===== config.mk =====
export PLATFORM = sky130hd
export DESIGN_NAME = ysyx_22050550_div
export DESIGN_NICKNAME = d
export VERILOG_FILES = /design/src/rtl/ysyx_22050550_div_pkg.sv /design/src/rtl/ysyx_22050550_DivStep.sv /design/src/rtl/ysyx_22050550_div.sv
export SDC_FILE = /design/constraint.sdc
export NUM_CORES = 1
export LEC_CHECK = 0
export BUFFER_PORTS_ARGS = -buffer_cell sky130_fd_sc_hd__buf_2
export CAP_MARGIN = 10
export CORE_ASPECT_RATIO = 0.5
export CORE_MARGIN = 8
export CORE_UTILIZATION = 56
export DETAILED_ROUTE_END_ITERATION = 8
export HOLD_SLACK_MARGIN = 0.12
export PLACE_DENSITY_LB_ADDON = 0.3
export SETUP_SLACK_MARGIN = 0.15
export SYNTH_ARGS = -nofsm -noshare
export SYNTH_HDL_FRONTEND = slang
export SYNTH_SLANG_ARGS = --single-unit

===== constraint.sdc =====
create_clock -name clock -period 8.15 [get_ports clock]
set_clock_uncertainty 0.1 [all_clocks]
set_input_delay 1.63 -clock clock [delete_from_list [all_inputs] [get_ports clock]]
set_output_delay 1.63 -clock clock [all_outputs]
set_load 0.05 [all_outputs]

===== src/rtl/ysyx_22050550_div_pkg.sv =====
// Shared widths, iteration counts, FSM encoding and helpers for the iterative divider.
`default_nettype none

package ysyx_22050550_div_pkg;

    localparam int XLEN    = 64;
    localparam int WLEN    = 32;
    localparam int N_DWORD = 64;
    localparam int N_WORD  = 32;
    localparam int CNT_W   = 6;

    typedef enum logic [1:0] {
        IDLE  = 2'd0,
        BUSY  = 2'd1,
        VALID = 2'd2
    } div_state_e;

    function automatic logic [XLEN-1:0] sext_word(input logic [WLEN-1:0] v);
        return {{(XLEN-WLEN){v[WLEN-1]}}, v};
    endfunction

    // Word ops always report 32-bit results sign-extended to XLEN.
    function automatic logic [XLEN-1:0] fit_width(input logic word, input logic [XLEN-1:0] v);
        return word ? sext_word(v[WLEN-1:0]) : v;
    endfunction

endpackage

`default_nettype wire


===== src/rtl/ysyx_22050550_DivStep.sv =====
// Single combinational restoring-division step: shift in one dividend bit, trial subtract.
`default_nettype none

module ysyx_22050550_DivStep
    import ysyx_22050550_div_pkg::*;
(
    input  logic [XLEN-1:0] rem,
    input  logic            next_bit,
    input  logic [XLEN-1:0] divisor,
    output logic [XLEN-1:0] rem_next,
    output logic            q_bit
);

    // One extra bit keeps the compare exact when the divisor exceeds 2^(XLEN-1).
    logic [XLEN:0] shifted;
    logic [XLEN:0] diff;

    assign shifted  = {rem, next_bit};
    assign diff     = shifted - {1'b0, divisor};
    assign q_bit    = (shifted >= {1'b0, divisor});
    assign rem_next = q_bit ? diff[XLEN-1:0] : shifted[XLEN-1:0];

endmodule

`default_nettype wire


===== src/rtl/ysyx_22050550_div.sv =====
// Iterative radix-2 restoring divider (RV64M DIV/REM family); optional early exit via
// YSYX_22050550_DIV_EARLY_EXIT_EN.
`default_nettype none

module ysyx_22050550_div
    import ysyx_22050550_div_pkg::*;
(
    input  logic            clock,
    input  logic            reset,
    input  logic            io_Exu_DivValid,
    input  logic            io_Exu_Flush,
    input  logic            io_Exu_Divw,
    input  logic            io_Exu_DivSigned,
    input  logic [XLEN-1:0] io_Exu_Dividend,
    input  logic [XLEN-1:0] io_Exu_Divisor,
    output logic            io_Exu_DivReady,
    output logic            io_Exu_OutValid,
    output logic [XLEN-1:0] io_Exu_Quotient,
    output logic [XLEN-1:0] io_Exu_Remainder
);

    div_state_e        state, state_next;
    logic [CNT_W-1:0]  cnt;
    logic [XLEN-1:0]   dvd_sh, dsr_mag, rem_acc, quo_acc;
    logic [XLEN-1:0]   quotient_q, remainder_q;
    logic              neg_q, neg_r, is_word;

    logic [XLEN-1:0]   a_eff, b_eff, a_mag, b_mag;
    logic              a_neg, b_neg, b_zero, ovf, early, special, accept;
    logic [XLEN-1:0]   special_q, special_r;

    logic [XLEN-1:0]   rem_next, quo_last, quo_fix, rem_fix;
    logic              q_bit;

    assign a_eff = io_Exu_Divw ? (io_Exu_DivSigned ? sext_word(io_Exu_Dividend[WLEN-1:0])
                                                   : {{(XLEN-WLEN){1'b0}}, io_Exu_Dividend[WLEN-1:0]})
                               : io_Exu_Dividend;
    assign b_eff = io_Exu_Divw ? (io_Exu_DivSigned ? sext_word(io_Exu_Divisor[WLEN-1:0])
                                                   : {{(XLEN-WLEN){1'b0}}, io_Exu_Divisor[WLEN-1:0]})
                               : io_Exu_Divisor;

    assign a_neg  = io_Exu_DivSigned & a_eff[XLEN-1];
    assign b_neg  = io_Exu_DivSigned & b_eff[XLEN-1];
    assign a_mag  = a_neg ? (~a_eff + 1'b1) : a_eff;
    assign b_mag  = b_neg ? (~b_eff + 1'b1) : b_eff;
    assign b_zero = (b_eff == '0);

    assign ovf = io_Exu_DivSigned & (io_Exu_Divw
               ? ((io_Exu_Dividend[WLEN-1:0] == {1'b1, {(WLEN-1){1'b0}}}) && (&io_Exu_Divisor[WLEN-1:0]))
               : ((io_Exu_Dividend == {1'b1, {(XLEN-1){1'b0}}}) && (&io_Exu_Divisor)));

`ifdef YSYX_22050550_DIV_EARLY_EXIT_EN
    assign early = !b_zero && (a_mag < b_mag);
`else
    assign early = 1'b0;
`endif

    assign special   = b_zero | ovf | early;
    assign special_q = b_zero ? {XLEN{1'b1}} : (ovf ? fit_width(io_Exu_Divw, a_eff) : '0);
    assign special_r = ovf ? '0 : fit_width(io_Exu_Divw, a_eff);
    assign accept    = (state == IDLE) && io_Exu_DivValid;

    ysyx_22050550_DivStep u_step (
        .rem      (rem_acc),
        .next_bit (dvd_sh[XLEN-1]),
        .divisor  (dsr_mag),
        .rem_next (rem_next),
        .q_bit    (q_bit)
    );

    assign quo_last = {quo_acc[XLEN-2:0], q_bit};
    assign quo_fix  = fit_width(is_word, neg_q ? (~quo_last + 1'b1) : quo_last);
    assign rem_fix  = fit_width(is_word, neg_r ? (~rem_next + 1'b1) : rem_next);

    always_comb begin
        state_next = state;
        case (state)
            IDLE:    if (io_Exu_DivValid) state_next = special ? VALID : BUSY;
            BUSY:    if (io_Exu_Flush) state_next = IDLE;
                     else if (cnt == '0) state_next = VALID;
            VALID:   state_next = IDLE;
            default: state_next = IDLE;
        endcase
    end

    always_ff @(posedge clock or negedge reset) begin
        if (!reset) begin
            state <= IDLE;
        end else begin
            state <= state_next;
        end
    end

    always_ff @(posedge clock or negedge reset) begin
        if (!reset) begin
            cnt         <= '0;
            dvd_sh      <= '0;
            dsr_mag     <= '0;
            rem_acc     <= '0;
            quo_acc     <= '0;
            neg_q       <= 1'b0;
            neg_r       <= 1'b0;
            is_word     <= 1'b0;
            quotient_q  <= '0;
            remainder_q <= '0;
        end else if (accept) begin
            is_word <= io_Exu_Divw;
            neg_q   <= a_neg ^ b_neg;
            neg_r   <= a_neg;
            // Left-justify word dividends so the step always consumes the MSB.
            dvd_sh  <= io_Exu_Divw ? {a_mag[WLEN-1:0], {(XLEN-WLEN){1'b0}}} : a_mag;
            dsr_mag <= b_mag;
            rem_acc <= '0;
            quo_acc <= '0;
            cnt     <= io_Exu_Divw ? CNT_W'(N_WORD - 1) : CNT_W'(N_DWORD - 1);
            if (special) begin
                quotient_q  <= special_q;
                remainder_q <= special_r;
            end
        end else if (state == BUSY && !io_Exu_Flush) begin
            rem_acc <= rem_next;
            quo_acc <= quo_last;
            dvd_sh  <= {dvd_sh[XLEN-2:0], 1'b0};
            cnt     <= cnt - 1'b1;
            if (cnt == '0) begin
                quotient_q  <= quo_fix;
                remainder_q <= rem_fix;
            end
        end
    end

    assign io_Exu_DivReady  = (state == IDLE);
    assign io_Exu_OutValid  = (state == VALID);
    assign io_Exu_Quotient  = quotient_q;
    assign io_Exu_Remainder = remainder_q;

endmodule

`default_nettype wire


==> flow_summary.ini <==
[synth]
synth-xor-area-share_pct = 7.77
synth_nets = 3902
ys_types = 103
synth_ff_type = dfrtp_1
synthAdderAreaFrac_pct = 3.11
ys_top_cells_by_count = nand2_1 (504), nor2_1 (408), dfrtp_1 (394)
synthTopCellsByArea = dfrtp_1 (34%), nand2_1 (6.5%), xnor2_1 (5.4%)
synth_top_family_by_area = compound AO/OA/AOI/OAI gates
synth_edf_count = 0
synth_area_per_cell_um2 = 7.90
ys_warn_count = 0
yosys.cell_count.top_type = nand2_1
synth-compound-area-share_pct = 25.7
netlist_instances = 3696
async_flop_share_pct = 100
synth_top_area_cell = dfrtp_1
seq_area_frac_synth_pct = 33.8
synthSimpleGateAreaFrac_pct = 21.7
ys_ff_latch = 394
syn_area_um2 = 29200
synth.top_cell.area_share_pct = 33.8
synthMuxAreaShare_pct = 3.06

[timing]
fin_crit_sh_pct = 81.9
finalCriticalPeriod_ps = 6670
maxSlewViolCount = 0
hold_violations = 0
tightest_slew_ps = 1140
slew_headroom_pct = 23.6
setup_tns_ps = 0
fmax_mhz = 150
setup_viol = 0
rsz0062_at_grt = no

[global_route]
track_usage_pct = 39.0
grt_max_degree = 169
grt-ovfl-total = 0
grt_pass1_vias = 28649
grt_pass1_wl_mm = 182
antenna_found_initial = 15

[route]
dr_total_vias = 30800
via_per_inst = 6.78
routed_wirelength_mm = 122
detail-route-antenna-nets = 0
drtPass1Iterations = 6
drtIter0Drc = 4397
wire_per_inst_um = 26.8
drc = 0

[floorplan]
core_um2 = 51700
die_area_um2 = 60100
start_util_pct = 56.4
rows = 59
dieHeight_um = 177
die_w_um = 339
ioPinCount = 264

[clock_network]
cts.path.max_buffers = 3
cts_made_buffers = 39
cts_hold_buf = 0
postCtsSetupBuffers = 0
h-tree-depth = 2
cts_tree = done
clock_latency_ps = 600
path_clk_slew_ps = 70
cts.repair.resized = 0
root_buffer = clkbuf_16
clkSinkCount = 394

[finish]
instances_no_fill = 4545
fin_area_um2 = 32100
finalNetCount = 4013
multiInputGateArea_um2 = 17900
num-fill-cells = 4686
synthToLayoutAreaGrowth_pct = 9.99
final_layout_size_suffix_gt1_share_pct = 11.6
seq_area_um2 = 9860

[setup_path]
crit_start = rem_acc[55]$_DFFE_PN0P_
crit_fanout = 26
cp-end-kind = flip-flop
rr_worst_depth = 19
critical_path_arrival_ps = 7110
crit_type = flip-flop to flip-flop
r2r-start = rem_acc[55]$_DFFE_PN0P_
start_kind = flip-flop
critPathRequiredTime_ps = 8590

[place]
placedCellCount = 4467
hpwl_mm = 92.7
io_buffers = 263
gp_congestion = 1.07
dpl_cell_area_um2 = 30800

[min_path]
hold_path_startpoint = dsr_mag[16]$_DFFE_PN0P_
hold_class = flip-flop to flip-flop
holdPathStages = 2

[pwr]
vdd_drop_max_v = 0.000181
leakagePower_nw = 14.4
power_density_nw_per_um2 = 203

[run]
cap_viol_max_count = 0

[run_status]
status = finished, final reports clean
-- through the flow --
stage | setup WS [ps] | util [%] | hold WS (ps) | power (mW)
global placement | 1800 | 59.5 | 359 | 4.50
finish | 1480 | 62.0 | 383 | 6.51
floorplan | 2400 | - | 350 | 3.77
CTS | 1700 | 62.0 | 384 | 6.42
detailed placement | 1710 | 59.5 | 370 | 4.52
global route | 1050 | 62.0 | 397 | 6.79
-- final timing paths --
path | to | slack (ps)
worst max-delay path | io_Exu_Remainder[60]$_DFFE_PN0P_ | 1480
worst min register to register | dsr_mag[16]$_DFFE_PN0P_ | 380
min in group asynchronous | io_Exu_Quotient[20]$_DFFE_PN0P_ | 950
max in group asynchronous | neg_q$_DFFE_PN0P_ | 5590
worst min-delay path | dsr_mag[16]$_DFFE_PN0P_ | 380
worst max register to register | io_Exu_Remainder[60]$_DFFE_PN0P_ | 1480
-- registers in the layout, summed over array words and instances, names as in the netlist, 2 cells and up --
signal	cells
dsr_mag	64
quo_acc	63
io_Exu_Remainder	64
io_Exu_Quotient	64
cnt	6
dvd_sh	64
state	2
rem_acc	64
-- critical path: stages (launching register included) --
cell,delay [ps]
dfrtp_1,420
ha_1,370
a21oi_1,210
o21ai_1,190
a221oi_2,580
a21o_1,260
o211a_2,280
nand2_4,260
inv_2,190
mux2i_1,300
ha_1,440
nand3_1,170
nor4_1,320
nand3_1,200
o41ai_2,160
nand4_1,690
or3_1,620
or4_1,540
a21oi_1,150
o22a_1,130
-- per-layer routing --
layer | track usage (%) | up-vias | part of all wire (%)
met5 | 0 | - | 0.021
met4 | 17.4 | 4 | 5.2
met3 | 11.0 | 368 | 12
met2 | 56.7 | 1990 | 41
met1 | 54.0 | 14832 | 41
li1 | - | 13606 | -
-- kinds of logic after synthesis --
kind of cell               count (synthesis)
AOI/OAI and AO/OA                       1160
xor gates and xnor gates                 259
adders and majority gates                 72
buffers and inverters                    354
DFF                                      394
muxes                                     88
and+or+nand+nor                         1369
-- cell usage in the layout, fill, tap and decap left out, drive strengths merged, types with 80 or more instances in the layout --
cell and n:
nand2 507, nor2 410, dfrtp 394, o21ai 325, buf 305, a21oi 294, xnor2 179, inv 123
nor3 93, xor2 80
-- layout make-up --
class,count,area share [%]
inverters,119,1.40
diodes,13,0.101
clock buffers,50,3.36
flip-flops and latches,394,30.7
repair buffers,305,5.23
multi-input cells,2948,55.9
clock inverters,15,0.604
well taps,701,2.73
-- where the power goes --
group / switching (mW) / internal (mW)
Sequential: 0.109 / 2.13
Clock: 0.871 / 1.04
Combinational: 1.66 / 0.705
Note: power is estimated with default switching activity, not from simulation.
